File: src/rtl/tetris_action_arbiter_if.sv
// Handshake bundle between the action arbiter and the game-state move/collision datapath.
// master = arbiter side, slave = datapath side.
interface tetris_action_arbiter_if;
    logic       act_valid;
    logic [1:0] act_code;
    logic       act_ready;
    logic       chk_done;
    logic       chk_collide;
    logic       move_accept;
    logic       move_reject;
    logic       lock_req;
    logic       lock_ack;

    modport master (
        output act_valid,
        output act_code,
        output move_accept,
        output move_reject,
        output lock_req,
        input  act_ready,
        input  chk_done,
        input  chk_collide,
        input  lock_ack
    );

    modport slave (
        input  act_valid,
        input  act_code,
        input  move_accept,
        input  move_reject,
        input  lock_req,
        output act_ready,
        output chk_done,
        output chk_collide,
        output lock_ack
    );
endinterface

File: src/rtl/tetris_action_arbiter.sv
// Serialises down/left/right/rotate requests into the move/collision datapath, one at a time.
// Optional LOCK_GRACE_EN: first down-collision is rejected, and only a second one locks the piece.
module tetris_action_arbiter #(
    parameter int CHK_TIMEOUT = 255
) (
    input  logic                           CLOCK_50,
    input  logic                           resetn,
    input  logic                           enable,
    input  logic                           left_final,
    input  logic                           right_final,
    input  logic                           rot_final,
    input  logic                           tick_gravity,
    tetris_action_arbiter_if.master        dp,
    output logic                           busy,
    output logic                           timeout_err
);

    typedef enum logic [1:0] {
        S_IDLE = 2'd0,
        S_REQ  = 2'd1,
        S_WAIT = 2'd2,
        S_LOCK = 2'd3
    } state_t;

    localparam logic [1:0]  CODE_DOWN  = 2'd0;
    localparam logic [1:0]  CODE_LEFT  = 2'd1;
    localparam logic [1:0]  CODE_RIGHT = 2'd2;
    localparam logic [1:0]  CODE_ROT   = 2'd3;
    localparam logic [16:0] TMO_LIMIT  = 17'(CHK_TIMEOUT);

    state_t      state_reg, state_next;

    // Source vectors are indexed by action code: 0 down, 1 left, 2 right, 3 rotate.
    logic [3:0]  pulse_vec;
    logic [3:0]  pend_reg, pend_next;
    logic [3:0]  cancel_mask;
    logic [3:0]  eligible;
    logic [3:0]  grant_vec;
    logic        cancel_lr;
    logic        grant_any;
    logic [1:0]  grant_code;

    logic [15:0] cnt_reg, cnt_next;
    logic        tmo_hit;

    logic        accept_evt, reject_evt, tmo_evt;

    logic        act_valid_reg,   act_valid_next;
    logic [1:0]  act_code_reg,    act_code_next;
    logic        move_accept_reg, move_accept_next;
    logic        move_reject_reg, move_reject_next;
    logic        lock_req_reg,    lock_req_next;
    logic        busy_reg,        busy_next;
    logic        timeout_err_reg, timeout_err_next;

`ifdef LOCK_GRACE_EN
    logic        grace_reg, grace_next;
`endif

    assign pulse_vec   = {rot_final, right_final, left_final, tick_gravity};
    assign cancel_lr   = pend_reg[CODE_LEFT] & pend_reg[CODE_RIGHT];
    assign cancel_mask = {1'b0, cancel_lr, cancel_lr, 1'b0};
    assign eligible    = pend_reg & ~cancel_mask;

    always_comb begin
        grant_code = CODE_DOWN;
        grant_vec  = 4'b0000;
        if (eligible[CODE_DOWN]) begin
            grant_code = CODE_DOWN;
        end else if (eligible[CODE_ROT]) begin
            grant_code = CODE_ROT;
        end else if (eligible[CODE_LEFT]) begin
            grant_code = CODE_LEFT;
        end else if (eligible[CODE_RIGHT]) begin
            grant_code = CODE_RIGHT;
        end
        grant_any = enable && (state_reg == S_IDLE) && (|eligible);
        if (grant_any) begin
            grant_vec[grant_code] = 1'b1;
        end
    end

    // Pulses arriving while disabled or during a lock are dropped, not deferred.
    generate
        for (genvar gi = 0; gi < 4; gi++) begin : g_pend
            assign pend_next[gi] = (!enable || (state_reg == S_LOCK)) ? 1'b0 :
                                   ((pend_reg[gi] & ~grant_vec[gi] & ~cancel_mask[gi]) | pulse_vec[gi]);
        end
    endgenerate

    assign tmo_hit = ((state_reg == S_REQ) || (state_reg == S_WAIT)) &&
                     (({1'b0, cnt_reg} + 17'd1) >= TMO_LIMIT);

    always_comb begin
        cnt_next = cnt_reg;
        if (grant_any) begin
            cnt_next = 16'd0;
        end else if (((state_reg == S_REQ) || (state_reg == S_WAIT)) && (cnt_reg != 16'hFFFF)) begin
            cnt_next = cnt_reg + 16'd1;
        end
    end

    always_ff @(posedge CLOCK_50 or negedge resetn) begin
        if (!resetn) begin
            state_reg <= S_IDLE;
            pend_reg  <= 4'b0000;
            cnt_reg   <= 16'd0;
        end else begin
            state_reg <= state_next;
            pend_reg  <= pend_next;
            cnt_reg   <= cnt_next;
        end
    end

    // A verdict in the final budget cycle still counts; the timeout only fires without one.
    always_comb begin
        state_next = state_reg;
        accept_evt = 1'b0;
        reject_evt = 1'b0;
        tmo_evt    = 1'b0;
        case (state_reg)
            S_IDLE: begin
                if (grant_any) begin
                    state_next = S_REQ;
                end
            end
            S_REQ: begin
                if (tmo_hit) begin
                    tmo_evt    = 1'b1;
                    reject_evt = 1'b1;
                    state_next = S_IDLE;
                end else if (dp.act_ready) begin
                    state_next = S_WAIT;
                end
            end
            S_WAIT: begin
                if (dp.chk_done) begin
                    if (!dp.chk_collide) begin
                        accept_evt = 1'b1;
                        state_next = S_IDLE;
                    end else if (act_code_reg != CODE_DOWN) begin
                        reject_evt = 1'b1;
                        state_next = S_IDLE;
                    end else begin
`ifdef LOCK_GRACE_EN
                        if (grace_reg) begin
                            state_next = S_LOCK;
                        end else begin
                            reject_evt = 1'b1;
                            state_next = S_IDLE;
                        end
`else
                        state_next = S_LOCK;
`endif
                    end
                end else if (tmo_hit) begin
                    tmo_evt    = 1'b1;
                    reject_evt = 1'b1;
                    state_next = S_IDLE;
                end
            end
            S_LOCK: begin
                if (dp.lock_ack) begin
                    state_next = S_IDLE;
                end
            end
            default: begin
                state_next = S_IDLE;
            end
        endcase
        if (!enable) begin
            state_next = S_IDLE;
            accept_evt = 1'b0;
            reject_evt = 1'b0;
            tmo_evt    = 1'b0;
        end
    end

`ifdef LOCK_GRACE_EN
    always_comb begin
        grace_next = grace_reg;
        if (enable && (state_reg == S_WAIT) && dp.chk_done && (act_code_reg == CODE_DOWN)) begin
            grace_next = dp.chk_collide;
        end
        if ((state_reg == S_LOCK) && (state_next == S_IDLE)) begin
            grace_next = 1'b0;
        end
    end

    always_ff @(posedge CLOCK_50 or negedge resetn) begin
        if (!resetn) begin
            grace_reg <= 1'b0;
        end else begin
            grace_reg <= grace_next;
        end
    end
`endif

    always_comb begin
        act_valid_next   = (state_next == S_REQ);
        lock_req_next    = (state_next == S_LOCK);
        busy_next        = (state_next != S_IDLE);
        move_accept_next = accept_evt;
        move_reject_next = reject_evt;
        timeout_err_next = timeout_err_reg | tmo_evt;
        act_code_next    = grant_any ? grant_code : act_code_reg;
    end

    always_ff @(posedge CLOCK_50 or negedge resetn) begin
        if (!resetn) begin
            act_valid_reg   <= 1'b0;
            act_code_reg    <= 2'd0;
            move_accept_reg <= 1'b0;
            move_reject_reg <= 1'b0;
            lock_req_reg    <= 1'b0;
            busy_reg        <= 1'b0;
            timeout_err_reg <= 1'b0;
        end else begin
            act_valid_reg   <= act_valid_next;
            act_code_reg    <= act_code_next;
            move_accept_reg <= move_accept_next;
            move_reject_reg <= move_reject_next;
            lock_req_reg    <= lock_req_next;
            busy_reg        <= busy_next;
            timeout_err_reg <= timeout_err_next;
        end
    end

    // Request and lock levels are withdrawn the moment play stops, ahead of the state change.
    assign dp.act_valid   = act_valid_reg & enable;
    assign dp.lock_req    = lock_req_reg & enable;
    assign dp.act_code    = act_code_reg;
    assign dp.move_accept = move_accept_reg;
    assign dp.move_reject = move_reject_reg;
    assign busy           = busy_reg;
    assign timeout_err    = timeout_err_reg;

endmodule

File: src/flat_wrapper.sv
// flat-port wrapper written by rule: the top's interface ports become plain ports
module tetris_action_arbiter_flat 
#(
    parameter int CHK_TIMEOUT = 255
)
  (CLOCK_50, resetn, enable, left_final, right_final, rot_final, tick_gravity, busy, timeout_err, dp_act_valid, dp_act_code, dp_move_accept, dp_move_reject, dp_lock_req, dp_act_ready, dp_chk_done, dp_chk_collide, dp_lock_ack);
  tetris_action_arbiter_if dp_i ();
  input  logic CLOCK_50;
  input  logic resetn;
  input  logic enable;
  input  logic left_final;
  input  logic right_final;
  input  logic rot_final;
  input  logic tick_gravity;
  output logic busy;
  output logic timeout_err;
  output wire logic [$bits(dp_i.act_valid)-1:0] dp_act_valid;
  output wire logic [$bits(dp_i.act_code)-1:0] dp_act_code;
  output wire logic [$bits(dp_i.move_accept)-1:0] dp_move_accept;
  output wire logic [$bits(dp_i.move_reject)-1:0] dp_move_reject;
  output wire logic [$bits(dp_i.lock_req)-1:0] dp_lock_req;
  input wire logic [$bits(dp_i.act_ready)-1:0] dp_act_ready;
  input wire logic [$bits(dp_i.chk_done)-1:0] dp_chk_done;
  input wire logic [$bits(dp_i.chk_collide)-1:0] dp_chk_collide;
  input wire logic [$bits(dp_i.lock_ack)-1:0] dp_lock_ack;
  assign dp_act_valid = dp_i.act_valid;
  assign dp_act_code = dp_i.act_code;
  assign dp_move_accept = dp_i.move_accept;
  assign dp_move_reject = dp_i.move_reject;
  assign dp_lock_req = dp_i.lock_req;
  assign dp_i.act_ready = dp_act_ready;
  assign dp_i.chk_done = dp_chk_done;
  assign dp_i.chk_collide = dp_chk_collide;
  assign dp_i.lock_ack = dp_lock_ack;
  tetris_action_arbiter #(.CHK_TIMEOUT(CHK_TIMEOUT)) u_core (.CLOCK_50(CLOCK_50), .resetn(resetn), .enable(enable), .left_final(left_final), .right_final(right_final), .rot_final(rot_final), .tick_gravity(tick_gravity), .dp(dp_i), .busy(busy), .timeout_err(timeout_err));
endmodule
File: config.mk
export PLATFORM = sky130hd
export DESIGN_NAME = tetris_action_arbiter_flat
export DESIGN_NICKNAME = d
export VERILOG_FILES = /design/src/rtl/tetris_action_arbiter_if.sv /design/src/rtl/tetris_action_arbiter.sv /design/src/flat_wrapper.sv
export SDC_FILE = /design/constraint.sdc
export NUM_CORES = 1
export LEC_CHECK = 0
export CAP_MARGIN = 10
export CORE_ASPECT_RATIO = 1.5
export CORE_MARGIN = 2
export CORE_UTILIZATION = 55
export CTS_BUF_LIST = sky130_fd_sc_hd__clkbuf_16
export DETAILED_ROUTE_END_ITERATION = 8
export HOLD_SLACK_MARGIN = 0.02
export PLACE_DENSITY_LB_ADDON = 0.2
export SLEW_MARGIN = 30
export SYNTH_ARGS = -nofsm -noshare
export SYNTH_HDL_FRONTEND = slang
export SYNTH_SLANG_ARGS = --single-unit
File: constraint.sdc
create_clock -name CLOCK_50 -period 5.05 [get_ports CLOCK_50]
set_input_delay 1.2625 -clock CLOCK_50 [delete_from_list [all_inputs] [get_ports CLOCK_50]]
set_output_delay 1.2625 -clock CLOCK_50 [all_outputs]
set_load 0.01 [all_outputs]
==> impl_metrics.tcl, run 1 <==
set metrics [dict create \
    grt_pass1_wl_um 7265 \
    p_per_area_nw_per_um2 448.8 \
    clock-sinks 30 \
    path_cells "clkdlybuf4s50_1 -> and2_1 -> clkdlybuf4s50_1" \
    grt-ovfl-total 0 \
    synth_area_leaders "dfrtp_1 (38%), nor2_1 (7.0%), ha_1 (6.3%)" \
    vias_per_cell 5.817 \
    hold_viol 0 \
    slew_viol_final 0 \
    drive_gt1_frac 0.09091 \
    die_h_um 77.31 \
    layout_setup_ws_ns 1.230 \
    post_cts_buffers 0 \
    grt_util_all_layers 0.2359 \
    cp_common_cell "clkdlybuf4s50_1" \
    avgSynthCellArea_um2 8.917 \
    yosysTopAreaCell "dfrtp_1" \
    cts_max_path_buffers 2 \
    ys_seq_elements 30 \
    regArea_um2 750.7 \
    drc_errors 0 \
    wl_per_cell_um 14.28 \
    cts_tree "yes" \
    leakagePower_nw 0.9978 \
    grt_pass1_vias 1640 \
    syn-cell-area_um2 1971 \
    drv_cap 0 \
    ios 19 \
    routed_wl_um 4056 \
    gp_congestion 0.8599 \
    cp-end-kind "output pin" \
    finClkSkew_ns 0.008248 \
    largest_reg_flops 16 \
    yosys_most_used_dff "dfrtp_1" \
    cts_buffers 5 \
    grt_max_degree 31 \
    rsz0062_at_grt "false" \
    clk_pin_slew_ns 0.05 \
    setup_violations 0 \
    final_cell_area_um2 2342 \
    cpMaxStageDelayCell "clkdlybuf4s50_1" \
    nets 263 \
    fin_setup_tns_ns 0 \
    final_antenna_net_count 0 \
    final.period_utilization 0.7565 \
    start_kind "primary input" \
    worst_ep_required_time_ns 3.79 \
    pwr-share-seq 0.318 \
    cp.arrival_ns 2.56 \
    p_int_uw 685.1 \
    start_util 0.5769 \
    cts_hold_buf 0 \
    synth_top_area_share 0.3810 \
    clock-root-buffer "clkbuf_16" \
    clockPowerShare 0.308 \
    multi_input_area_um2 1136 \
    dieArea_um2 4088 \
    dp_hpwl_um 3011 \
    swShare 0.3482 \
    worst-path-max-fanout 8 \
    firstDrtPassIters 4 \
    power_switching_uw 366.0 \
    via_count 1652 \
    cts_max_level 2 \
    cts_resized 0 \
    synth_edf_count 0 \
    seq_area_frac_synth 0.3810 \
    coreArea_um2 3416 \
    placed_cell_area_um2 2183 \
    clk_latency_ns 0.27 \
    area_delta_synth_final_pct 18.86 \
    period_needed_ns 3.820 \
    rows 26 \
    status "finished clean" \
    tightest_slew_ns 0.8474 \
    dpl_worst_slack_ns 1.206 \
    cp_slowest_stage_delay_ns 0.60 \
    syn_inst 221 \
    yosys_warnings 0 \
    relSlewSlack 0.4340 \
    antenna_found_initial 0 \
    insertedDiodeCount 0 \
    fmax_ghz 0.2618 \
    hp-class "flip-flop to flip-flop" \
    n_fill_cell 289 \
    vdd_drop_max_mv 0.4330 \
    holdWs_ns 0.4870 \
    fp.dieW_um 52.88 \
    drt-initial-drc-count 31 \
    combinationalPowerShare 0.374 \
    syn_nets 242 \
    io_buffer_count 18 \
    async_reset_ff_frac 1.000 \
    yosysUniqueCellTypes 52 \
    crit_type "primary input to output pin" \
]
final timing paths:
check / start / endpoint / slack (ns) / depth (start not counted)
max in group asynchronous: resetn / u_core.cnt_reg[1] / 3.37 / 2
setup reg to reg: u_core.cnt_reg[0] / u_core.busy / 2.60 / 9
setup / recovery: enable / dp_act_valid / 1.23 / 3
min in group asynchronous: resetn / u_core.cnt_reg[4] / 1.39 / 2
hold / removal: u_core.timeout_err / u_core.timeout_err / 0.49 / 1
hold reg to reg: u_core.timeout_err / u_core.timeout_err / 0.49 / 1
logic make-up after synthesis:
family                   Yosys count  synth area share
AO/OA/AOI/OAI                     41            0.1683
XOR/XNOR                          14           0.06222
adder cells (fa/ha/maj)           10           0.06349
buffers and inverters             19           0.04254
flip-flops                        30            0.3810
AND/OR/NAND/NOR                  107            0.2825
synth_stat cells (all sizes together) (3+ instances only):
cell    number
nand4        6
and2         3
ha          10
o21ai       11
nand3        7
nor3        10
nor2        37
inv         13
nand2b       3
a21oi        9
dfrtp       30
xor2         8
nor4         3
nor2b        5
nand2       22
xnor2        6
and4         3
buf          4
critical path: cells and delay by family:
family,cells,cell delay [ns]
buffers and inverters,2,1.13
AND/OR/NAND/NOR,1,0.17
metrics by stage:
step / total power [mW] / util / instances
finish: 1.051 / 0.6857 / 284
global route: 1.121 / 0.6857 / 284
CTS: 1.058 / 0.6857 / 284
detailed placement: 0.7306 / 0.6392 / 277
global placement: 0.7239 / 0.6392 / 277
floorplan: 0.6089 / - / 221
cell type report:
cell class                 count  area share
clock buffer                   5     0.05342
clock inverter                 2     0.01442
inverter                      13     0.02083
multi-input combinational    172      0.4850
sequential                    30      0.3205
tap                           42     0.02244
timing repair buffer          20     0.08333
metal layers:
metal,part of all wire,global-route usage
met4,0.025,0.1000
met2,0.53,0.4038
met3,0.021,0.04280
met5,0,0
met1,0.42,0.2785
cell usage in the layout (no fill, tap or decap), types with 2 or more instances in the layout:
cell / Yosys / routed
xnor2_1: 6 / 6
dfrtp_1: 30 / 30
buf_4: 3 / 2
nor4_1: 3 / 3
xor2_1: 8 / 8
and4_1: 2 / 2
ha_1: 10 / 10
nand4_1: 4 / 4
nand2_1: 21 / 21
inv_1: 13 / 13
o21ai_0: 9 / 9
nand3_1: 7 / 7
and3_1: 2 / 2
o21ai_1: 2 / 2
o31ai_2: 2 / 2
clkdlybuf4s50_1: 0 / 18
nor2_1: 37 / 37
nand2b_1: 3 / 3
and2_1: 3 / 3
clkbuf_16: 0 / 5
or3_1: 2 / 2
nor2b_1: 5 / 5
a21oi_1: 8 / 8
nor3_1: 10 / 10
power groups by stage:
stage	Combinational [mW]	Clock (mW)	Sequential, mW
2_1_floorplan	0.275	0	0.334
3_3_place_gp	0.386	0	0.338
3_5_place_dp	0.392	0	0.339
4_1_cts	0.394	0.328	0.336
5_1_grt	0.440	0.339	0.343
6_report	0.393	0.324	0.334
(Power assumes the default switching activity.)
==> inputs of run 2 (changes only) <==
Clock period 5.05 ns to 3.82 ns, I/O delays scaled along.
==> run 2 against run 1 <==
Compared with the run above:
- design area down 0.75%
- total power increased by 27%
- first-iteration DRC count rose by 26%
- wire length shrank 1.5%
- sequential power increased by 32%
- clock-buffer cell count did not move
- clock power increased by 17%
- combinational power grew 32%
- die area is the same
==> impl_metrics.tcl, run 2 (synthesized netlist as in run 1, its figures left out) <==
set metrics [dict create \
    status "finished clean" \
    clock-sinks 30 \
    finalPower_mw 1.337 \
    firstDrtPassIters 4 \
    holdWs_ns 0.4872 \
    clk_pin_slew_ns 0.05 \
    p_per_area_nw_per_um2 575.1 \
    cp.arrival_ns 2.26 \
    fin_setup_tns_ns 0 \
    fp.dieW_um 52.88 \
    dieArea_um2 4088 \
    post-route-util 0.6806 \
    cts_max_path_buffers 2 \
    post_cts_buffers 0 \
    start_kind "primary input" \
    clockPowerShare 0.283 \
    grt_util_met3 0.04864 \
    drc_errors 0 \
    area_delta_synth_final_pct 17.97 \
    leakagePower_nw 0.9878 \
    clk_latency_ns 0.28 \
    n_fill_cell 300 \
    slew_viol_final 0 \
    rsz0062_at_grt "false" \
    r2r-start "u_core.cnt_reg[0]" \
    cp_top_family "buffers and inverters" \
    cp_common_cell "clkdlybuf4s50_1" \
    grt-busiest-layer "met2" \
    period_needed_ns 3.218 \
    gp_congestion 0.9237 \
    grt-ovfl-total 0 \
    vias_per_cell 5.660 \
    final_cell_mix "nor2_1 (37), dfrtp_1 (30), nand2_1 (21), clkdlybuf4s50_1 (18), inv_1 (13)" \
    worstHoldStart "u_core.timeout_err" \
    met1_usage 0.2703 \
    grt_pass1_wl_um 7162 \
    nets 263 \
    grt_pass1_vias 1653 \
    finClkSkew_ns 0.001773 \
    final_antenna_net_count 0 \
    hp-class "flip-flop to flip-flop" \
    final_common_cell "nor2_1" \
    drv_cap 0 \
    insertedDiodeCount 0 \
    rows 26 \
    routed_wl_um 3996 \
    dp_hpwl_um 3003 \
    combinationalPowerShare 0.386 \
    die_h_um 77.31 \
    cts_hold_buf 0 \
    p_int_uw 842.5 \
    grt_max_degree 31 \
    hold_viol 0 \
    relSlewSlack 0.5269 \
    antenna_found_initial 0 \
    crit_buf_inv 2 \
    fmax_ghz 0.3107 \
    worst-path-max-fanout 8 \
    cts_resized 0 \
    cts_buffers 5 \
    cp-end-kind "output pin" \
    drive_gt1_frac 0.09465 \
    worst_ep_required_time_ns 2.86 \
    crit_start "enable" \
    grt_util_all_layers 0.2365 \
    largest_reg_flops 16 \
    io_buffer_count 18 \
    power_switching_uw 494.4 \
    setup_violations 0 \
    pwr-share-seq 0.330 \
    layoutNonFillerInstCount 285 \
    vdd_drop_max_mv 0.4319 \
    coreArea_um2 3416 \
    grt_util_met2 0.3950 \
    drt-initial-drc-count 39 \
    cp_slowest_stage_delay_ns 0.61 \
    final.period_utilization 0.8425 \
    wl_per_cell_um 14.02 \
    ios 19 \
    numPlacedInstances 277 \
    tightest_slew_ns 0.7084 \
    cts_max_level 2 \
    cts_tree "yes" \
    swShare 0.3698 \
    clock-root-buffer "clkbuf_16" \
    cpMaxStageDelayCell "clkdlybuf4s50_1" \
    path_cells "clkdlybuf4s50_1 -> and2_1 -> clkdlybuf4s50_1" \
    crit_type "primary input to output pin" \
    start_util 0.5769 \
    via_count 1613 \
]
## run 2: changes by cell type in the layout (fill, tap and decap cells not counted)
cell | before | now
clkinv_2 | 0 | 1
bufinv_16 | 1 | 0
clkinvlp_4 | 0 | 1
## run 2: power by group through the flow
| stage | logic (mW) | clock network (mW) | registers, mW |
|---|---|---|---|
| CTS | 0.519 | 0.382 | 0.443 |
| global route | 0.580 | 0.394 | 0.452 |
| global placement | 0.513 | 0 | 0.446 |
| detailed placement | 0.517 | 0 | 0.447 |
| floorplan | 0.364 | 0 | 0.441 |
| finish | 0.517 | 0.379 | 0.442 |
## run 2: final cells by class
cell class                      count  area, µm²  share of cell area
Clock buffer                        5      125.1             0.05382
Clock inverter                      3      16.27            0.006997
Inverter                           13      48.80             0.02099
Multi-Input combinational cell    172       1136              0.4887
Sequential cell                    30      750.7              0.3229
Tap cell                           42      52.55             0.02260
Timing Repair Buffer               20      195.2             0.08396
## run 2: worst paths after layout
| check | endpoint | cells past startpoint | slack (ns) |
|---|---|---|---|
| hold / removal | u_core.timeout_err | 1 | 0.49 |
| setup reg to reg | u_core.busy | 9 | 1.36 |
| min in group asynchronous | u_core.cnt_reg[1] | 2 | 1.06 |
| max in group asynchronous | u_core.lock_req_reg | 2 | 2.48 |
| hold reg to reg | u_core.timeout_err | 1 | 0.49 |
| setup / recovery | dp_lock_req | 3 | 0.60 |
## run 2: stage by stage
stage                     worst slack [ns]  instance area (µm²)
after global placement              0.6185                 2183
after detailed placement            0.6055                 2183
after floorplan                      1.376                 1971
final                               0.6018                 2325
after global routing                0.5147                 2325
after CTS                           0.6055                 2325
## run 2: routing by layer
layer  vias up  part of all wire
li1        813                 -
met2        25              0.53
met5         -                 0
met3        12             0.025
met4         0             0.035
met1       763              0.41
==> inputs of run 3 (changes only) <==
Clock period 3.82 ns to 3.2 ns, I/O delays scaled along.
==> run 3 against run 2 <==
Compared with the run above:
- sequential share of layout area fell by 0.10 points
- core utilization rose by 0.22 points
- register-to-register slack got worse by 0.59 ns
- sequential power rose by 20%
- via count rose by 0.50%
- design area rose by 0.32%
- critical endpoint unchanged
==> impl_metrics.tcl, run 3 (synthesized netlist as in run 1, its figures left out) <==
set metrics [dict create \
    status "finished clean" \
    cts_max_level 2 \
    insertedDiodeCount 0 \
    final.period_utilization 0.8550 \
    dp_hpwl_um 3020 \
    hold_viol 0 \
    final_antenna_net_count 0 \
    routed_wl_um 4132 \
    holdWs_ns 0.4904 \
    cts_max_path_buffers 2 \
    cp-end-kind "output pin" \
    worst_ep_required_time_ns 2.40 \
    dieArea_um2 4088 \
    grt_max_degree 31 \
    p_per_area_nw_per_um2 684.2 \
    clk_pin_slew_ns 0.05 \
    hp-class "flip-flop to flip-flop" \
    final_cell_mix "nor2_1 (37), dfrtp_1 (30), nand2_1 (21), clkdlybuf4s50_1 (18), inv_1 (13)" \
    fp.dieW_um 52.88 \
    post-route-util 0.6828 \
    fmax_ghz 0.3655 \
    slew_viol_final 0 \
    relSlewSlack 0.6779 \
    ios 19 \
    n_fill_cell 288 \
    leakagePower_nw 0.9926 \
    die_h_um 77.31 \
    antenna_found_initial 0 \
    tightest_slew_ns 0.4800 \
    start_kind "primary input" \
    final_cell_area_um2 2332 \
    dpl_worst_slack_ns 0.2825 \
    nets 264 \
    clk_latency_ns 0.27 \
    cts_tree "yes" \
    grt_pass1_vias 1602 \
    clock-root-buffer "clkbuf_16" \
    coreArea_um2 3416 \
    grt-ovfl-total 0 \
    clock-sinks 30 \
    largest_reg_flops 16 \
    cts_hold_buf 0 \
    area_delta_synth_final_pct 18.35 \
    cp.arrival_ns 1.94 \
    cts_resized 0 \
    fin_setup_tns_ns 0 \
    io_buffer_count 18 \
    crit_type "primary input to output pin" \
    placed_cell_area_um2 2191 \
    gp_congestion 0.8502 \
    period_needed_ns 2.736 \
    finClkSkew_ns 0.006892 \
    vdd_drop_max_mv 0.4432 \
    drt-initial-drc-count 24 \
    via_count 1621 \
    wl_per_cell_um 14.45 \
    start_util 0.5769 \
    firstDrtPassIters 4 \
    setup_violations 0 \
    cts_buffers 5 \
    layout_setup_ws_ns 0.4640 \
    rows 26 \
    rsz0062_at_grt "false" \
    drv_cap 0 \
    post_cts_buffers 0 \
    grt_util_all_layers 0.2285 \
    grt_pass1_wl_um 6982 \
    drive_gt1_frac 0.09836 \
    worst-path-max-fanout 3 \
    vias_per_cell 5.668 \
    final_common_cell "nor2_1" \
    drc_errors 0 \
]
-- run 3: cell count changes in the layout (fill, tap and decap cells not counted) --
cell   delta
buf_4     +1
-- run 3: worst max-delay path, stage by stage --
cell and delay, ns:
clkdlybuf4s50_1 0.49, and2_1 0.12, clkdlybuf4s50_1 0.53
-- run 3: worst paths after layout --
check | startpoint | to | slack, ns | cells past startpoint
worst max-delay path | enable | dp_lock_req | 0.46 | 3
worst min-delay path | u_core.timeout_err | u_core.timeout_err | 0.49 | 1
worst max register to register | u_core.cnt_reg[0] | u_core.busy | 0.77 | 9
min in group asynchronous | resetn | u_core.cnt_reg[6] | 0.92 | 2
worst min register to register | u_core.timeout_err | u_core.timeout_err | 0.49 | 1
max in group asynchronous | resetn | u_core.state_reg[0] | 1.99 | 2
-- run 3: per-stage QoR --
step / cells / total power [mW]
2_1_floorplan: 221 / 0.9610
3_3_place_gp: 278 / 1.141
3_5_place_dp: 278 / 1.153
4_1_cts: 286 / 1.605
5_1_grt: 286 / 1.701
6_report: 286 / 1.596
-- run 3: area by class of cell --
type / instances / area, µm² / area share
Inverter: 13 / 48.80 / 0.02092
Multi-Input combinational cell: 172 / 1136 / 0.4871
Clock buffer: 5 / 125.1 / 0.05365
Tap cell: 42 / 52.55 / 0.02253
Timing Repair Buffer: 21 / 202.7 / 0.08691
Sequential cell: 30 / 750.7 / 0.3219
Clock inverter: 3 / 16.27 / 0.006974
-- run 3: routing by layer --
metal / global-route usage / vias up / part of all wire
met5: 0 / - / 0
met4: 0.1179 / 0 / 0.021
met3: 0.03113 / 8 / 0.012
met2: 0.4063 / 15 / 0.54
met1: 0.2503 / 784 / 0.42
li1: - / 814 / -
-- run 3: where the power goes --
group	internal, mW	total (mW)	switching [mW]
sequential	0.452	0.530	0.0778
clock	0.283	0.448	0.165
combinational	0.271	0.618	0.347
